--- src/rtl/instr_fetch.sv ---
// Instruction fetch unit: owns the PC, issues one word request at a time to
// instruction memory, buffers returned words and hands {pc, instr} to decode.
module instr_fetch #(
    parameter logic [31:0] RESET_PC   = 32'h0000_0000,
    parameter int unsigned FIFO_DEPTH = 2
) (
    input  logic        clk,
    input  logic        reset_n,
    output logic        instr_mem_req_o,
    output logic [31:0] instr_mem_addr_o,
    input  logic        instr_mem_gnt_i,
    input  logic        instr_mem_rvalid_i,
    input  logic [31:0] instr_mem_data_i,
    input  logic        redirect_i,
    input  logic [31:0] redirect_pc_i,
    output logic        fetch_valid_o,
    output logic [31:0] fetch_pc_o,
    output logic [31:0] fetch_instr_o,
    input  logic        fetch_ready_i
);

    localparam int unsigned PTR_W = (FIFO_DEPTH > 1) ? $clog2(FIFO_DEPTH) : 1;
    localparam int unsigned CNT_W = $clog2(FIFO_DEPTH + 1);

    typedef struct packed {
        logic [31:0] pc;
        logic [31:0] instr;
    } fetch_entry_t;

    // IDLE: free to request; WAIT: granted, response pending;
    // DROP: response pending but belongs to a redirected-away path
    typedef enum logic [1:0] {
        ST_IDLE = 2'd0,
        ST_WAIT = 2'd1,
        ST_DROP = 2'd2
    } req_state_e;

    req_state_e         state_q, state_d;
    logic [31:0]        pc_q, pc_d;
    logic [31:0]        inflight_pc_q, inflight_pc_d;

    fetch_entry_t       mem_q [FIFO_DEPTH];
    fetch_entry_t       mem_d [FIFO_DEPTH];
    logic [PTR_W-1:0]   wr_ptr_q, wr_ptr_d;
    logic [PTR_W-1:0]   rd_ptr_q, rd_ptr_d;
    logic [PTR_W-1:0]   rd_next;
    logic [CNT_W-1:0]   count_q, count_d;

    fetch_entry_t       head_q, head_d;
    logic               head_valid_q, head_valid_d;

    logic               req;
    logic               grant;
    logic               push;
    logic               pop;
    fetch_entry_t       push_entry;
    logic               unused_redirect_lsb;

    // Low target bits are forced to zero, so they never reach the PC
    assign unused_redirect_lsb = ^redirect_pc_i[1:0];

    // Request only with buffer space and no pending response; reset and redirect block it
    assign req   = reset_n && (state_q == ST_IDLE) &&
                   (count_q < CNT_W'(FIFO_DEPTH)) && !redirect_i;
    assign grant = req && instr_mem_gnt_i;
    assign pop   = head_valid_q && fetch_ready_i && !redirect_i;

    assign instr_mem_req_o  = req;
    assign instr_mem_addr_o = pc_q;
    assign fetch_valid_o    = head_valid_q;
    assign fetch_pc_o       = head_q.pc;
    assign fetch_instr_o    = head_q.instr;

    assign rd_next = PTR_W'(rd_ptr_q + 1'b1);

    // Request state machine, PC advance and response capture
    always_comb begin
        state_d       = state_q;
        pc_d          = pc_q;
        inflight_pc_d = inflight_pc_q;
        push          = 1'b0;
        push_entry    = '0;
        if (redirect_i) begin
            pc_d = {redirect_pc_i[31:2], 2'b00};
            if (state_q != ST_IDLE) begin
                state_d = instr_mem_rvalid_i ? ST_IDLE : ST_DROP;
            end
        end else begin
            unique case (state_q)
                ST_IDLE: begin
                    if (grant) begin
                        inflight_pc_d = pc_q;
                        pc_d          = 32'(pc_q + 32'd4);
                        if (instr_mem_rvalid_i) begin
                            push       = 1'b1;
                            push_entry = '{pc: pc_q, instr: instr_mem_data_i};
                        end else begin
                            state_d = ST_WAIT;
                        end
                    end
                end
                ST_WAIT: begin
                    if (instr_mem_rvalid_i) begin
                        push       = 1'b1;
                        push_entry = '{pc: inflight_pc_q, instr: instr_mem_data_i};
                        state_d    = ST_IDLE;
                    end
                end
                ST_DROP: begin
                    if (instr_mem_rvalid_i) begin
                        state_d = ST_IDLE;
                    end
                end
                default: state_d = ST_IDLE;
            endcase
        end
    end

    // Fetch buffer bookkeeping and registered head for decode
    always_comb begin
        mem_d        = mem_q;
        wr_ptr_d     = wr_ptr_q;
        rd_ptr_d     = rd_ptr_q;
        count_d      = count_q;
        head_d       = head_q;
        head_valid_d = head_valid_q;
        if (redirect_i) begin
            wr_ptr_d     = '0;
            rd_ptr_d     = '0;
            count_d      = '0;
            head_valid_d = 1'b0;
        end else begin
            if (push) begin
                mem_d[wr_ptr_q] = push_entry;
                wr_ptr_d        = PTR_W'(wr_ptr_q + 1'b1);
            end
            if (pop) begin
                rd_ptr_d = rd_next;
            end
            count_d = CNT_W'(count_q + CNT_W'(push) - CNT_W'(pop));
            if (pop) begin
                if (count_q > CNT_W'(1)) begin
                    head_d       = mem_q[rd_next];
                    head_valid_d = 1'b1;
                end else if (push) begin
                    head_d       = push_entry;
                    head_valid_d = 1'b1;
                end else begin
                    head_valid_d = 1'b0;
                end
            end else if (!head_valid_q && push) begin
                head_d       = push_entry;
                head_valid_d = 1'b1;
            end
        end
    end

    // State registers
    always_ff @(posedge clk or negedge reset_n) begin
        if (!reset_n) begin
            state_q       <= ST_IDLE;
            pc_q          <= RESET_PC;
            inflight_pc_q <= '0;
            wr_ptr_q      <= '0;
            rd_ptr_q      <= '0;
            count_q       <= '0;
            head_q        <= '0;
            head_valid_q  <= 1'b0;
            for (int i = 0; i < int'(FIFO_DEPTH); i++) begin
                mem_q[i] <= '0;
            end
        end else begin
            state_q       <= state_d;
            pc_q          <= pc_d;
            inflight_pc_q <= inflight_pc_d;
            wr_ptr_q      <= wr_ptr_d;
            rd_ptr_q      <= rd_ptr_d;
            count_q       <= count_d;
            head_q        <= head_d;
            head_valid_q  <= head_valid_d;
            mem_q         <= mem_d;
        end
    end

endmodule

--- config.mk ---
export PLATFORM = sky130hd
export DESIGN_NAME = instr_fetch
export DESIGN_NICKNAME = d
export VERILOG_FILES = /design/src/rtl/instr_fetch.sv
export SDC_FILE = /design/constraint.sdc
export NUM_CORES = 1
export LEC_CHECK = 0
export CORE_MARGIN = 1
export CORE_UTILIZATION = 40
export DETAILED_ROUTE_END_ITERATION = 8
export GPL_TIMING_DRIVEN = 0
export PLACE_DENSITY_LB_ADDON = 0.2
export RECOVER_POWER = 100
export SLEW_MARGIN = 20
export SYNTH_ARGS = -nofsm -noshare
export SYNTH_HDL_FRONTEND = slang
export SYNTH_SLANG_ARGS = --single-unit
export TNS_END_PERCENT = 20
--- constraint.sdc ---
create_clock -name clk -period 7.6 [get_ports clk]
set_input_delay 1.52 -clock clk [delete_from_list [all_inputs] [get_ports clk]]
set_output_delay 1.52 -clock clk [all_outputs]
set_load 0.01 [all_outputs]
# After elaboration in Yosys (flattened, before gate mapping)
# Index checks and enable logic that the tools add are counted.
# op_classes
n_eq_ne,7
magnitude_cmp,5
bitwise,3
reduce_logical,24
n_mux,39
n_addsub,5
# ops
operator,n
$mux 64,12
$bwmux 128,1
$pmux 64 s2,1
$mux 32,3
$demux 64 s1,1
$add 32x3->32 const B,1
$mux 2,7
$mux 1,12
$reduce_bool 2->1,6
$logic_and 1x1->1,8
$ne 3x3->1 const B,2
$reduce_and 3->1,2
$ge 2x2->1 const B,2
$not 1->2,2
$pmux 2 s2,1
$reduce_and 2->1,2
$reduce_and 4->1,1
$ne 3x1->1 const B,1
$ne 3x2->1 const B,1
$reduce_bool 3->1,1
$add 1x1->1 const B,2
$add 2x1->2,1
$eq 2x1->1 const B,1
$eq 2x2->1 const B,1
10 further kinds,11
# word_totals
output_inout_bits,98
register_bits,263
wordCells,96

# Longest topological paths before layout
# Gate-level depths: netlist (run 1).
# logic_depth
ltp_word,12
mapped_depth,12

# Worst setup path after synthesis (run 1)
# No wires, ideal clock.
# synth_path
kind,input-to-reg
start,input port redirect_i
end,"register head_q, in the netlist fetch_pc_o[1]"
arrival_ps,3531
t_required_ps,7463
slack_ps,3932
cell_stages,12
cell_sequence,buf_6 clkbuf_1 clkbuf_1 nor2_1 ha_1 nor2b_1 nor4b_1 a21oi_1 clkbuf_1 clkbuf_1 nand2_1 o21ai_0
# synth_between
elab_chain_len,9
word_cells_on_any_way,19
cone_classes,1 x eq/ne; 10 x mux; 1 x bitwise; 7 x reduce/logical
# synth_lines
element,line,rtl
start: declaration,14,"input logic redirect_i,"
$logic_not 1->1,"64, 66",
$logic_and 1x1->1,64,(count_q < CNT_W'(FIFO_DEPTH)) && !redirect_i;
$logic_and 1x1->1,65,assign grant = req && instr_mem_gnt_i;
$mux 64 / $mux 1 (equally long branches),91,if (grant) begin
$pmux 64 s2 / $pmux 1 s2 (equally long branches),89,unique case (state_q)
$mux 64 / $mux 1 (equally long branches),83,if (redirect_i) begin
$mux 64 / $logic_and 1x1->1 (equally long branches),"145, 151",
$mux 64 / $reduce_bool 2->1 (equally long branches),--,
$mux 64 / $reduce_and 3->1 (equally long branches),--,
end signal: assignment,167,head_q <= '0;
end signal: assignment,179,head_q <= head_d;
end: declaration,49,"fetch_entry_t head_q, head_d;"
# Several ways; a longest one is shown, not always the timed one. The select of a mux whose other input is x is not followed.
# A chain may end at the register's enable or synchronous reset.

# Final worst setup path (run 1)
# layout_path
start,input port reset_n
end,output port instr_mem_req_o
# layout_between
elab_chain_len,3
# layout_lines
element,line,rtl
start: declaration,8,"input logic reset_n,"
$logic_and 1x1->1 (2 in series),63,assign req = reset_n && (state_q == ST_IDLE) &&
$logic_and 1x1->1,64,
end: declaration,9,"output logic instr_mem_req_o,"
# Every way passes these cells.

==> results of run 1 <==
## synthesized netlist by cell type (all sizes together) (2+ instances only)
cell type / number
ha: 6
and2: 7
xnor2: 5
nand4: 7
o211ai: 5
o22ai: 15
a21o: 19
mux2i: 49
a31o: 3
buf: 42
nor3: 8
nand2b: 18
or4: 3
nand3b: 3
or2: 3
a22oi: 15
nand2: 297
and3: 9
or3: 4
o311ai: 6
clkbuf: 52
nor4: 2
nand3: 18
a31oi: 38
xor2: 4
nor2: 53
dfrtp: 256
nor4b: 2
mux2: 35
o221ai: 16
a21oi: 18
a221o: 5
nor2b: 2
o21a: 15
o31ai: 10
o21ai: 149
a32oi: 2
inv: 12
## per-layer routing
layer / share of wire, % / global-route usage (%)
met1: 46 / 32.3
met2: 46 / 36.5
met3: 6.4 / 3.70
met4: 1.4 / 4.28
met5: 0 / 0
## worst reg2reg max path, delay by kind of cell, from the launching register on
family	cells	cell delay, ps
adders and majority gates	1	250
DFF	1	400
and+or+nand+nor	4	640
buffers and inverters	6	2370
## registers in the layout, indices dropped and copies added, names as in the netlist, 2 cells and up
signal,cells
mem_q,126
fetch_instr_o,32
fetch_pc_o,31
inflight_pc_q,30
instr_mem_addr_o,30
count_q,2
state_q,2
## power by group through the flow
stage	Sequential [mW]	Combinational (mW)	Clock, mW
2_1_floorplan	1.88	0.541	0
3_3_place_gp	1.87	1.07	0
3_5_place_dp	1.88	1.09	0
4_1_cts	1.85	1.10	1.44
5_1_grt	1.88	1.14	1.49
6_report	1.85	1.03	1.41
## worst max path at each step
| stage | endpoint | slack [ps] | cells past startpoint |
|---|---|---|---|
| final | instr_mem_req_o | 2530 | 4 |
| after CTS | instr_mem_req_o | 2820 | 4 |
| after detailed placement | fetch_instr_o[29] | 2760 | 10 |
| after global routing | instr_mem_req_o | 2420 | 4 |
| after floorplan | fetch_pc_o[1] | 3930 | 12 |
| after global placement | fetch_instr_o[30] | -6910 | 10 |
## logic make-up (layout without fill, tap and decap cells)
family / count (synthesis) / in the layout
other: 1 / 3
adder cells (fa/ha/maj): 6 / 6
AND/OR/NAND/NOR: 440 / 440
flip-flops: 256 / 256
multiplexers: 84 / 84
buffers and inverters: 106 / 321
AO/OA/AOI/OAI: 323 / 323
XOR/XNOR: 9 / 9
## layout by cell type (no fill, tap or decap), types with 29 or more instances in the layout
cell,n
clkbuf_16,29
nor2_1,53
clkbuf_1,88
nand2_1,297
dfrtp_1,256
mux2_2,35
a31oi_1,38
clkdlybuf4s50_1,64
dlygate4sd3_1,97
o21ai_0,148
mux2i_1,49
## area by class of cell
| cell class | instances | area (sq um) |
|---|---|---|
| repair buffers | 164 | 1680 |
| well taps | 384 | 480 |
| diodes | 1 | 2.50 |
| multi-input cells | 864 | 4920 |
| fillers | 2735 | 14000 |
| clock buffers | 47 | 893 |
| plain buffers | 94 | 373 |
| clock inverters | 4 | 72.6 |
| flip-flops and latches | 256 | 6410 |
| inverters | 12 | 45.0 |
==> summary.md, run 1 <==
| Metric | Value |
|---|---|
| H-Tree Depth | `1` |
| Skew-Pair Late Insertion Delay | `540 ps` |
| Dpl hpwl | `24.4 mm` |
| Port bufs | `162` |
| Max_slew headroom | `36.3%` |
| Final #Nets | `1496` |
| Tmin final | `5070 ps` |
| Hold Slack | `472 ps` |
| Final Core Density | `51.5%` |
| Cell area after placement | `14000 sq um` |
| Worst slew pin tran | `952 ps` |
| Initial core utilization | `41.0%` |
| Dominant synthesized flop cell | `dfrtp_1` |
| FP Rows | `62` |
| Post-CTS sizing | `0` |
| Layout cells sized above 1 | `6.87%` |
| Reg power frac | `43.0%` |
| CTS tree | `yes` |
| # Post-CTS Setup Buffers | `0` |
| Die Ht | `174 um` |
| Yosys reg bits | `256` |
| Sequential area share after synthesis | `54.2%` |
| Reg2Reg Depth | `11` |
| Vias in the first global route | `9547` |
| Die area | `30200 sq um` |
| VDD IR-drop max | `0.191 mV` |
| Critical Path, Cell by Cell | `buf_8, nor4bb_1, clkbuf_1, dlygate4sd3_1` |
| Max Freq | `197 MHz` |
| Worst R2R End | `inflight_pc_q[9]` |
| CORE AREA | `28900 sq um` |
| Buf/Inv on CP | `3` |
| Fin. Hold Viols | `0` |
| Fin worst setup slack | `2530 ps` |
| Comb pwr share | `24.1%` |
| Slew Viols, Final | `0` |
| Clock share of power | `32.9%` |
| Yosys warns | `0` |
| # hold bufs at CTS | `0` |
| Post-Syn Area per Cell | `9.65 sq um` |
| WHS Endpoint | `fetch_instr_o[15]` |
| Gr ovfl total | `0` |
| Remaining antenna violation count | `0` |
| RSZ-0062 raised after global routing | `no` |
| DR WL/cell | `18.9 um` |
| Clk slew on worst S/H paths | `60 ps` |
| Largest family of logic cells by synthesized area | `compound AO/OA/AOI/OAI gates` |
| Design Power | `4.29 mW` |
| Vias | `9957` |
| Synth Area in Compound Gates | `16.9%` |
| Overall Global Routing Usage | `22.6%` |
| Synth Area in Adders | `0.635%` |
| Sw Share | `30.3%` |
| Setup WS pre-CTS | `2760 ps` |
| Antenna violations before repair | `1` |
| CP arrival | `3550 ps` |
| Post-synth EDFFs | `0` |
| IO Count | `168` |
| Max_cap viols | `0` |
| Initial DRC Count | `607` |
| Remaining routing DRC violations | `0` |
| Synth Area in XOR/XNOR | `0.667%` |
| Largest fanout on the critical path | `89` |
| NetSw | `1.30 mW` |
| Top cells by area, synth | `dfrtp_1, nand2_1, o21ai_0` |
| Pwr per Cell Area | `288 nW/um^2` |
| Root Driver | `clkbuf_16` |
| CP endpoint kind | `output port` |
| First-pass GRT wire length | `54.2 mm` |
| Clock sinks | `256` |
| Final setup vio count | `0` |
| Die width | `174 um` |
| Slowest CP cell | `dlygate4sd3_1` |
| CP startpoint | `reset_n` |
| Simple-Gate Fraction of Synth Area | `15.9%` |
| LEAKAGE | `6.30 nW` |
| Final Skew | `8.23 ps` |
| Worst path required time | `6080 ps` |
| CTS buffer count | `28` |
| Post-route setup TNS | `0 ps` |
| Max Buffers Root-to-Sink | `3` |
| Hold crit path type | `reg2reg` |
| RePlAce Congestion | `0.879` |
| Setup CP Type | `in2out` |
| Status | `completed` |
| Syn Std Cell Area | `11800 sq um` |
| Min-delay src | `fetch_instr_o[15]` |
| Multiplexer share of the synthesized area | `7.48%` |
| Via density | `5.45` |
| Final instance area | `14900 sq um` |
| Hold path cells | `2` |
| DRT Wirelength | `34.5 mm` |
| Ys async rst share | `100%` |
| Dominant cell type by area after synthesis | `dfrtp_1` |
| Crit Reg-Reg Startpoint | `state_q[1]` |
| Mapped Cells | `1225` |
| DRT Pass-1 Iters | `5` |
| Top Family by Delay on Critical Path | `buffers and inverters` |
| Unique masters post-synth | `59` |
| Post-Place Cells | `1774` |
| Reg2Reg Setup Slack | `3890 ps` |
| Period utilization | `66.8%` |
| CP max stage delay | `690 ps` |
| P_int | `2.99 mW` |
| Synth top area share | `54.2%` |
| Post-Layout Cell Count | `1826` |
| Synth-to-Final Area Change | `25.8%` |
| Largest net degree at the start of global routing | `99` |
| CP startpoint kind | `primary input` |
Note: power is estimated with default switching activity, not from simulation.
==> run 2, diff against run 1 <==
- clock period: 7.6 -> 5.3 ns (I/O delays scaled with it)
==> run 2 against run 1 <==
Flip-flop and latch count is the same. Worst setup slack lost 1400 ps. Total power grew 43%. Critical endpoint is now fetch_pc_o[17]. Critical path depth grew 6. First-iteration DRC count shrank 0.99%. Clock power grew 43%. The flow now finishes with violations (max-capacitance violations, max-slew violations). Design area shrank 0.10%. Largest cell class unchanged. Register-to-register slack lost 2300 ps. Sequential share of layout area is essentially flat. Clock-buffer cell count is the same. Non-clock buffer count is the same. Combinational power grew 44%.
==> summary.md, run 2 (same netlist as run 1, synthesis figures left out) <==
| Metric | Value |
|---|---|
| Status | `finished with violations` |
| Failing checks | `max-capacitance violations, max-slew violations` |
| Synth-to-Final Area Change | `25.7%` |
| Worst path required time | `5730 ps` |
| Worst slew pin tran | `2460 ps` |
| Fill count | `2738` |
| Initial core utilization | `41.0%` |
| Tmin final | `4160 ps` |
| Max Freq | `240 MHz` |
| RSZ-0062 raised after global routing | `no` |
| Setup WS pre-CTS | `919 ps` |
| Slowest CP cell | `clkbuf_1` |
| Remaining antenna violation count | `0` |
| Met3 global-route usage | `3.70%` |
| Setup CP Type | `in2reg` |
| Reg2Reg Depth | `11` |
| Die width | `174 um` |
| Post-route setup TNS | `0 ps` |
| CP arrival | `4600 ps` |
| Final Skew | `6.77 ps` |
| CTS tree | `yes` |
| CTS buffer count | `28` |
| VDD IR-drop max | `0.275 mV` |
| Final setup vio count | `0` |
| WHS Endpoint | `fetch_instr_o[15]` |
| Root Driver | `clkbuf_16` |
| Layout cells sized above 1 | `6.94%` |
| DRT Pass-1 Iters | `6` |
| Worst R2R End | `fetch_pc_o[17]` |
| Commonest non-fill, non-tap cell in the layout | `nand2_1` |
| Max_cap viols | `1` |
| Dpl hpwl | `24.4 mm` |
| Most frequent cell on the critical path | `clkbuf_1` |
| Slew Viols, Final | `98` |
| FP Rows | `62` |
| Fin worst setup slack | `1140 ps` |
| Crit Reg-Reg Startpoint | `state_q[1]` |
| Commonest non-fill, non-tap cells in the layout | `nand2_1, dfrtp_1, o21ai_0` |
| GR Util met1 | `32.3%` |
| Max reg flops | `126` |
| H-Tree Depth | `1` |
| Die area | `30200 sq um` |
| Reg2Reg Setup Slack | `1600 ps` |
| DRT Wirelength | `34.5 mm` |
| Gr ovfl total | `0` |
| Critical Path, Cell by Cell | `buf_8, nor4bb_1, clkbuf_1, and2_0, clkbuf_1, a21o_1, clkbuf_1, clkbuf_1, o221ai_1, o21a_1` |
| Min-delay src | `fetch_instr_o[15]` |
| Remaining routing DRC violations | `0` |
| Register area | `6410 sq um` |
| Max Buffers Root-to-Sink | `3` |
| DR WL/cell | `18.9 um` |
| LEAKAGE | `6.29 nW` |
| # hold bufs at CTS | `0` |
| Fin. Hold Viols | `0` |
| Final #Nets | `1496` |
| Final Core Density | `51.5%` |
| Busiest metal layer after global routing | `met2` |
| Overall Global Routing Usage | `22.6%` |
| Via density | `5.41` |
| CP max stage delay | `540 ps` |
| Met2 Resource Use GR | `36.5%` |
| Largest Register | `mem_q` |
| Period utilization | `78.5%` |
| Vias | `9875` |
| Multi-input logic area | `4920 sq um` |
| Largest fanout on the critical path | `89` |
| CP startpoint kind | `primary input` |
| # Post-CTS Setup Buffers | `0` |
| Hold path cells | `2` |
| Port bufs | `162` |
| Design Power | `6.15 mW` |
| Cell area after placement | `14000 sq um` |
| IO Count | `168` |
| Initial DRC Count | `601` |
| CORE AREA | `28900 sq um` |
| First-pass GRT wire length | `54.2 mm` |
| Hold crit path type | `reg2reg` |
| CP endpoint kind | `register` |
| Clock sinks | `256` |
| Clk slew on worst S/H paths | `60 ps` |
| Skew-Pair Late Insertion Delay | `540 ps` |
| Vias in the first global route | `9547` |
| Post-CTS sizing | `0` |
| Antenna violations before repair | `1` |
| Final instance area | `14900 sq um` |
| Largest net degree at the start of global routing | `99` |
| RePlAce Congestion | `0.879` |
| Pwr per Cell Area | `414 nW/um^2` |
| Max_slew headroom | `-64.1%` |
| Die Ht | `174 um` |
[run 2: cell count changes in the layout (fill, tap and decap cells not counted)]
cell      before  now
clkbuf_1      88   87
buf_6          0    1
clkbuf_2       1    2
buf_16         2    1
[run 2: power breakdown]
part	total, mW	leakage [nW]	internal (mW)	switching, mW
logic	1.48	2.44	0.667	0.814
clock network	2.02	0.471	1.23	0.787
registers	2.65	3.38	2.38	0.264
[run 2: cell type report]
class / instances / share of cell area (%)
Sequential cell: 256 / 43.1
Clock buffer: 47 / 6.01
Timing Repair Buffer: 164 / 11.2
Antenna cell: 1 / 0.0168
Tap cell: 384 / 3.23
Clock inverter: 4 / 0.488
Buffer: 94 / 2.56
Multi-Input combinational cell: 864 / 33.1
Inverter: 12 / 0.303
[run 2: worst max path at each step]
stage | from | to | slack, ps | cells past startpoint
detailed placement | instr_mem_gnt_i | fetch_instr_o[29] | 920 | 10
floorplan | redirect_i | fetch_pc_o[1] | 2090 | 12
global placement | reset_n | fetch_instr_o[30] | -8750 | 10
CTS | reset_n | instr_mem_req_o | 1440 | 4
global route | reset_n | inflight_pc_q[28] | 860 | 10
finish | reset_n | fetch_pc_o[17] | 1140 | 10
[run 2: routing by layer]
layer | wire (um) | part of all wire, %
met5 | 0 | 0
met2 | 15900 | 46
met1 | 15900 | 46
met3 | 2270 | 6.6
met4 | 430 | 1.2
[run 2: stage by stage]
stage	hold slack [ps]	instances
after CTS	473	1825
after global routing	497	1825
after floorplan	438	1226
final	472	1826
after detailed placement	460	1774
after global placement	452	1772
[run 2: critical path: cells and delay by family]
family,cells,cell delay [ps]
buffers and inverters,5,2170
AOI/OAI and AO/OA,3,720
and+or+nand+nor,2,560
